--- src/rtl/dbus_responder.sv ---
// Data-bus responder for the single-cycle core: word RAM in the low half of the address map,
// MMIO in the high half. Defining DBUS_TIMER_EN builds the compare timer, its flag and timer_irq.
module dbus_responder #(
    parameter int RAM_WORDS  = 64,
    parameter int FIFO_DEPTH = 4
) (
    input  logic        clk,
    input  logic        reset,
    input  logic        MemWrite,
    input  logic [31:0] DataAdr,
    input  logic [31:0] WriteData,
    output logic [31:0] ReadData,
    output logic [31:0] tx_data,
    output logic        tx_valid,
    input  logic        tx_ready,
    output logic        timer_irq
);
    localparam int AW = $clog2(RAM_WORDS);
    localparam int PW = $clog2(FIFO_DEPTH);
    localparam int CW = PW + 1;

    typedef enum logic [5:0] {
        REG_COUNT     = 6'd0,
        REG_TXDATA    = 6'd1,
        REG_STATUS    = 6'd2,
        REG_TIMER_CMP = 6'd3
    } mmio_reg_e;

    // ------------------------------------------------------------------
    // Address decode
    // ------------------------------------------------------------------
    logic [AW-1:0] ram_idx;
    logic [5:0]    mmio_word;
    logic          sel_mmio;
    logic          ram_we;
    logic          mmio_we;
    logic          push;
    logic          status_we;
    logic          unused_adr;

    assign sel_mmio   = DataAdr[31];
    assign ram_idx    = DataAdr[AW+1:2];
    assign mmio_word  = DataAdr[7:2];
    assign ram_we     = MemWrite && !sel_mmio;
    assign mmio_we    = MemWrite && sel_mmio;
    assign push       = mmio_we && (mmio_word == REG_TXDATA);
    assign status_we  = mmio_we && (mmio_word == REG_STATUS);
    // Byte-offset and high MMIO bits play no part in decode; RAM and MMIO both alias.
    assign unused_adr = ^{DataAdr[30:8], DataAdr[1:0]};

    // ------------------------------------------------------------------
    // Word RAM
    // ------------------------------------------------------------------
    logic [31:0] ram_q [RAM_WORDS];

    // NOTE: storage arrays take no reset branch; only control state is reset, which keeps
    // the array mappable onto plain RAM cells.
    always_ff @(posedge clk) begin
        if (ram_we) begin
            ram_q[ram_idx] <= WriteData;
        end
    end

    // ------------------------------------------------------------------
    // Free-running cycle counter
    // ------------------------------------------------------------------
    logic [31:0] count_q;
    logic [31:0] count_d;

    assign count_d = count_q + 32'd1;

    // NOTE: sequential state is updated with <= only, so every flop samples pre-edge values.
    always_ff @(posedge clk) begin
        if (reset) begin
            count_q <= '0;
        end else begin
            count_q <= count_d;
        end
    end

    // ------------------------------------------------------------------
    // Transmit FIFO
    // ------------------------------------------------------------------
    logic [31:0]   fifo_q [FIFO_DEPTH];
    logic [PW-1:0] wr_ptr_q, wr_ptr_d;
    logic [PW-1:0] rd_ptr_q, rd_ptr_d;
    logic [CW-1:0] cnt_q, cnt_d;
    logic          ovf_q, ovf_d;
    logic          fifo_empty;
    logic          fifo_full;
    logic          pop;
    logic          push_ok;

    assign fifo_empty = (cnt_q == '0);
    assign fifo_full  = (cnt_q == CW'(FIFO_DEPTH));
    assign pop        = !fifo_empty && tx_ready;
    // A pop in the same cycle frees the slot a push into a full FIFO needs.
    assign push_ok    = push && (!fifo_full || pop);

    always_comb begin
        // NOTE: every next-state signal gets a default first, so no path can infer a latch.
        wr_ptr_d = wr_ptr_q;
        rd_ptr_d = rd_ptr_q;
        cnt_d    = cnt_q;
        ovf_d    = ovf_q;
        if (push_ok) begin
            wr_ptr_d = wr_ptr_q + PW'(1);
        end
        if (pop) begin
            rd_ptr_d = rd_ptr_q + PW'(1);
        end
        case ({push_ok, pop})
            2'b10:   cnt_d = cnt_q + CW'(1);
            2'b01:   cnt_d = cnt_q - CW'(1);
            default: cnt_d = cnt_q;
        endcase
        if (status_we && WriteData[2]) begin
            ovf_d = 1'b0;
        end
        if (push && !push_ok) begin
            ovf_d = 1'b1;
        end
    end

    always_ff @(posedge clk) begin
        if (reset) begin
            wr_ptr_q <= '0;
            rd_ptr_q <= '0;
            cnt_q    <= '0;
            ovf_q    <= 1'b0;
        end else begin
            wr_ptr_q <= wr_ptr_d;
            rd_ptr_q <= rd_ptr_d;
            cnt_q    <= cnt_d;
            ovf_q    <= ovf_d;
        end
    end

    always_ff @(posedge clk) begin
        if (push_ok) begin
            fifo_q[wr_ptr_q] <= WriteData;
        end
    end

    assign tx_valid = !fifo_empty;
    // Stale entries stay in the array after reset; gating keeps tx_data at 0 while empty.
    assign tx_data  = fifo_empty ? '0 : fifo_q[rd_ptr_q];

    // ------------------------------------------------------------------
    // Compare timer
    // ------------------------------------------------------------------
    logic [31:0] cmp_rd;
    logic        tmr_flag;

`ifdef DBUS_TIMER_EN
    logic [31:0] cmp_q, cmp_d;
    logic        tmr_q, tmr_d;
    logic        cmp_we;

    assign cmp_we = mmio_we && (mmio_word == REG_TIMER_CMP);

    always_comb begin
        cmp_d = cmp_we ? WriteData : cmp_q;
        tmr_d = tmr_q;
        if (status_we && WriteData[3]) begin
            tmr_d = 1'b0;
        end
        // A match on the same edge as a W1C clear leaves the flag set.
        if (count_q == cmp_q) begin
            tmr_d = 1'b1;
        end
    end

    always_ff @(posedge clk) begin
        if (reset) begin
            cmp_q <= '1;
            tmr_q <= 1'b0;
        end else begin
            cmp_q <= cmp_d;
            tmr_q <= tmr_d;
        end
    end

    assign cmp_rd   = cmp_q;
    assign tmr_flag = tmr_q;
`else
    assign cmp_rd   = '0;
    assign tmr_flag = 1'b0;
`endif

    assign timer_irq = tmr_flag;

    // ------------------------------------------------------------------
    // Read mux (combinational, side-effect free)
    // ------------------------------------------------------------------
    logic [3:0] occ;

    assign occ = 4'(cnt_q);

    always_comb begin
        ReadData = '0;
        if (!sel_mmio) begin
            ReadData = ram_q[ram_idx];
        end else begin
            case (mmio_word)
                REG_COUNT:     ReadData = count_q;
                REG_STATUS:    ReadData = {24'd0, occ, tmr_flag, ovf_q, fifo_full, fifo_empty};
                REG_TIMER_CMP: ReadData = cmp_rd;
                default:       ReadData = '0;
            endcase
        end
    end

endmodule

--- config.mk ---
export PLATFORM = sky130hd
export DESIGN_NAME = dbus_responder
export DESIGN_NICKNAME = d
export VERILOG_FILES = /design/src/rtl/dbus_responder.sv
export SDC_FILE = /design/constraint.sdc
export NUM_CORES = 2
export LEC_CHECK = 0
export BUFFER_PORTS_ARGS = -buffer_cell sky130_fd_sc_hd__buf_2
export CORE_MARGIN = 2
export CORE_UTILIZATION = 40
export CTS_CLUSTER_SIZE = 12
export DETAILED_ROUTE_END_ITERATION = 10
export GPL_ROUTABILITY_DRIVEN = 0
export PLACE_DENSITY_LB_ADDON = 0.12
export SYNTH_ARGS = -nofsm -noshare
export SYNTH_HDL_FRONTEND = slang
export SYNTH_SLANG_ARGS = --single-unit
--- constraint.sdc ---
create_clock -name clk -period 10.95 [get_ports clk]
set_input_delay 2.19 -clock clk [delete_from_list [all_inputs] [get_ports clk]]
set_output_delay 2.19 -clock clk [all_outputs]
set_load 0.005 [all_outputs]
# Word-level counts from Yosys, hierarchy flattened
# Memory sizes are Yosys's and may differ from the RTL's. A register that Yosys moved wholly into a read port is not among the register bits.
# Index checks and enable logic that the tools add are counted.
[totals] word_cells=46 n_memories=2 out_inout_bits=66 reg_bits=40 mem_bits_rw=2176 in_bits=68
[memory_table] name="ram_q" depth=64 word_bits=32 rd=1 rd_ports_with_merged_regs=0 wr=1 line_no="54" text="logic [31:0] ram_q [RAM_WORDS];"
[memory_table] name="fifo_q" depth=4 word_bits=32 rd=1 rd_ports_with_merged_regs=1 wr=1 line_no="84" text="logic [31:0] fifo_q [FIFO_DEPTH];"
[classes] addsub=5 mux=12 reduce_logical=17 eq_ne=5
[op_table] operator="$mux W32" count=2
[op_table] operator="$pmux W32 S2" count=1
[op_table] operator="$add A32 B1 Y32 const B" count=1
[op_table] operator="$logic_and A1 B1 Y1" count=8
[op_table] operator="$eq A6 B1 Y1 const B" count=1
[op_table] operator="$eq A6 B2 Y1 const B" count=1
[op_table] operator="$logic_not A6 Y1" count=1
[op_table] operator="$mux W1" count=6
[op_table] operator="$pmux W3 S2" count=1
[op_table] operator="$add A2 B1 Y2 const B" count=2
[op_table] operator="$logic_not A1 Y1" count=4
[op_table] operator="$mux W2" count=2
[op_table] operator="$reduce_bool A2 Y1" count=2
[op_table] operator="$add A3 B1 Y3 const B" count=1
[op_table] operator="$eq A3 B3 Y1 const B" count=1
[op_table] operator="$logic_not A3 Y1" count=1
[op_table] operator="$sub A3 B1 Y3 const B" count=1
[op_table] operator="$eq A2 B1 Y1 const B" count=1
[op_table] operator="$eq A2 B2 Y1 const B" count=1
[op_table] operator="$logic_or A1 B1 Y1" count=1

# Logic depth before layout (Yosys ltp)
[depth] ltp_word=8 depth_mapped=11 ltp_nobuf=8

# Least setup slack after synthesis
# No wires, ideal clock.
[synth_path] path_kind="input -> output" from="input DataAdr[2]" to="output ReadData[26]" required_time_ns=8.760 slack_ns=4.827 t_arrival_ns=3.933 stages=7 path_buffers=3 path_cell_list="buf_2 buf_6 buf_2 mux4_2 mux4_2 nor2_1 o22ai_1"
[synth_between] elab_chain_len=3 word_cells_on_any_way=5 cone_classes="eq/ne: 1; mux: 2; reduce/logical: 1; memory: 1"
[synth_rtl] item="from (decl)" line_no="10" text="input logic [31:0] DataAdr,"
[synth_rtl] item="parallel branches: the longest is 2 deep, another holds $mem_v2 Z64 W32"
[synth_rtl] item="$mux W32 (*)" line_no="202" text="if (!sel_mmio) begin"
[synth_rtl] item="to (decl)" line_no="12" text="output logic [31:0] ReadData,"
# Mark *: on every way between the ends.

# Final worst setup path
[layout_path] from="input DataAdr[4]" to="output ReadData[8]"
# Same word-level chain as after synthesis.

==> results.toml <==
[yosys]
synthCells = 4222
async_flop_share_pct = 0
syn_nets = 4296
synth.distinct_cells = 52
syn_area_per_cell_sq_um = 20.3
synthTopCellsByCount = "2176 x edfxtp_1, 403 x mux2i_1, 358 x mux4_2"
synth-seq-cells = 2218
ys_warn_count = 0
yosysTopAreaCell = "edfxtp_1"
yosysSeqAreaShare_pct = 77.2
syn_area_sq_um = 85700
synthTopCellsByArea = "edfxtp_1 76%, mux4_2 9.4%, mux2i_1 4.7%"
synth_edf_count = 2176
yosysMostFrequentCell = "edfxtp_1"
synth_top_area_share_pct = 76.2
synthFlopType = "edfxtp_1"

[placed_design]
place_ws_ps = 2500
io_buffers = 107
place_inst = 7066
hpwl_mm = 132
place_area_sq_um = 90400

[critical_path]
required_ps = 8760
rrSetupSlack_ps = 8370
critPathSlowestCell = "a21oi_1"
cp_cell_sequence = "buf_8, buf_12, nor2_4, buf_12, a22oi_1, nand3_1, o21ai_0, a21oi_1, a32oi_1, buf_2"
cp-endpoint = "ReadData[8]"
cp-end-kind = "output pin"
path_buf_inv = 4
cpLargestDelayFamily = "compound AO/OA/AOI/OAI gates"
reg2reg_from = "count_q[14]"
critical_path_depth = 10
rr_endpoint = "count_q[28]"
slowest_delay_ps = 790
crit_type = "input port to output pin"
worst_r2r_path_depth = 6
cp.arrival_ps = 6290
cp-start-kind = "input port"
worstPathMaxFanout = 73
startpoint = "DataAdr[4]"
crit_path_frequent_cell = "buf_12"

[sta]
min_period_ps = 8480
relSlewSlack_pct = 13.7
finalClockSkew_ps = 36.0
timing.final.ws_setup_ps = 2470
max_freq_mhz = 118
maxSlewViolCount = 0
grt_setup_unrepaired = "no"
setup_tns_ps = 0
hold_viol_final = 0
setup_violations = 0
tightest_slew_ps = 1290
holdWs_ps = 492
timing.final.crit_share_pct = 77.4

[detailed_routing]
drc = 0
wl_per_cell_microns = 32.0
drtAntennaViolNets = 0
dr.pass1.iters = 5
drt_iter0_drc = 4756
wl_mm = 240
vias = 42700
detail_route.vias_per_cell = 5.69

[floorplanning]
ios = 134
die_h_microns = 467
die-area_sq_um = 218000
core_sq_um = 213000
start_util_pct = 40.3
die_x_microns = 467
num_rows = 169

[clocking]
clock_sinks = 2218
numCtsBuffers = 230
worstSkewPairLatency_ps = 880
cts_setup_buffers = 0
htree_num_levels = 4
cts_hold_buffers = 0
clock_path_buffers = 3
clkSlewWorstSetupHoldPaths_ps = 60
tritoncts = "built"
cts_root_buffer = "clkbuf_16"
post_cts_resized = 0

[global_route]
grt_pass1_vias = 42400
grt_overflow = 0
antenna_found_initial = 16
grt_pass1_wl_mm = 333
grt_max_degree = 111
gr-usage-all-layers_pct = 21.9

[flow_run]
drv_cap = 0

[pwr]
p_leak_uw = 0.0311
p_per_area_nw_per_um2 = 180
ir_drop_mv = 0.179

[final_layout]
stdcell_area_sq_um = 97400
fillCellCount = 18000
drive_gt1_share_pct = 22.0
final_nets = 4551
area_growth_pct = 13.6
finalNonFillerCells = 7501

[min_path]
hp-class = "register to register"

[run_status]
status = "finished, final reports clean"
## placed cells by master, fill, tap and decap left out, drive strengths merged, types with 40 or more instances in the layout
cell and instances:
edfxtp 2176, mux2i 403, mux4 358, clkbuf 319
buf 271, a22oi 202, nor2 129, a21oi 108
nand2 102, clkinv 95, nor2b 47, and2 45
dfxtp 42, o21ai 41, nand3 40
## worst reg2reg max path, delay by kind of cell (launching register included)
family	cells	cell delay, ps
and+or+nand+nor	5	1940
DFF	1	430
AOI/OAI and AO/OA	1	140
## layout make-up
class / count / area (sq um) / share of cell area (%)
clock buffer: 319 / 6270 / 6.44
tap: 2821 / 3530 / 3.62
sequential: 2218 / 66200 / 68.0
inverter: 9 / 33.8 / 0.0347
clock inverter: 104 / 653 / 0.671
antenna: 12 / 30.0 / 0.0308
multi-input combinational: 1747 / 18700 / 19.2
timing repair buffer: 271 / 1930 / 1.99
## logic make-up after synthesis
| logic type | share of synthesized area [%] |
|---|---|
| adder cells (fa/ha/maj) | 0.0963 |
| other | 0.00437 |
| AND/OR/NAND/NOR | 2.33 |
| flip-flops | 77.2 |
| AO/OA/AOI/OAI | 4.00 |
| buffers and inverters | 1.55 |
| XOR/XNOR | 0.327 |
| multiplexers | 14.5 |
## where the power goes
part,internal [uW],switching [uW],total [uW]
clock network,4080,3210,7300
registers,9350,7.46,9360
logic,263,623,886
## per-layer routing
layer	track usage [%]	wire (microns)	vias to the layer above
li1	-	-	18000
met1	32.1	108000	23000
met2	33.3	110000	1404
met3	3.74	15300	320
met4	6.70	6960	0
met5	0	0	-
## worst min path at each step
stage / startpoint / to / slack, ps / depth (start not counted)
CTS: count_q[0] / count_q[0] / 490 / 1
finish: count_q[0] / count_q[0] / 490 / 1
detailed placement: count_q[0] / count_q[0] / 480 / 1
floorplan: count_q[0] / count_q[0] / 440 / 1
global route: count_q[0] / count_q[0] / 510 / 1
global placement: count_q[0] / count_q[0] / 470 / 1
## per-stage QoR
step                util, %  power [uW]
CTS                    45.8       17700
global route           45.8       18100
global placement       42.5       10400
detailed placement     42.5       10400
floorplan                 -        9960
finish                 45.8       17500
## state kept, by name, indices dropped and copies added (netlist names), named ones only
signal / flops
cnt_q: 3
count_q: 32
fifo_q: 128
ovf_q: 1
ram_q: 2048
rd_ptr_q: 2
wr_ptr_q: 2
Note: power is estimated with default switching activity, not from simulation.
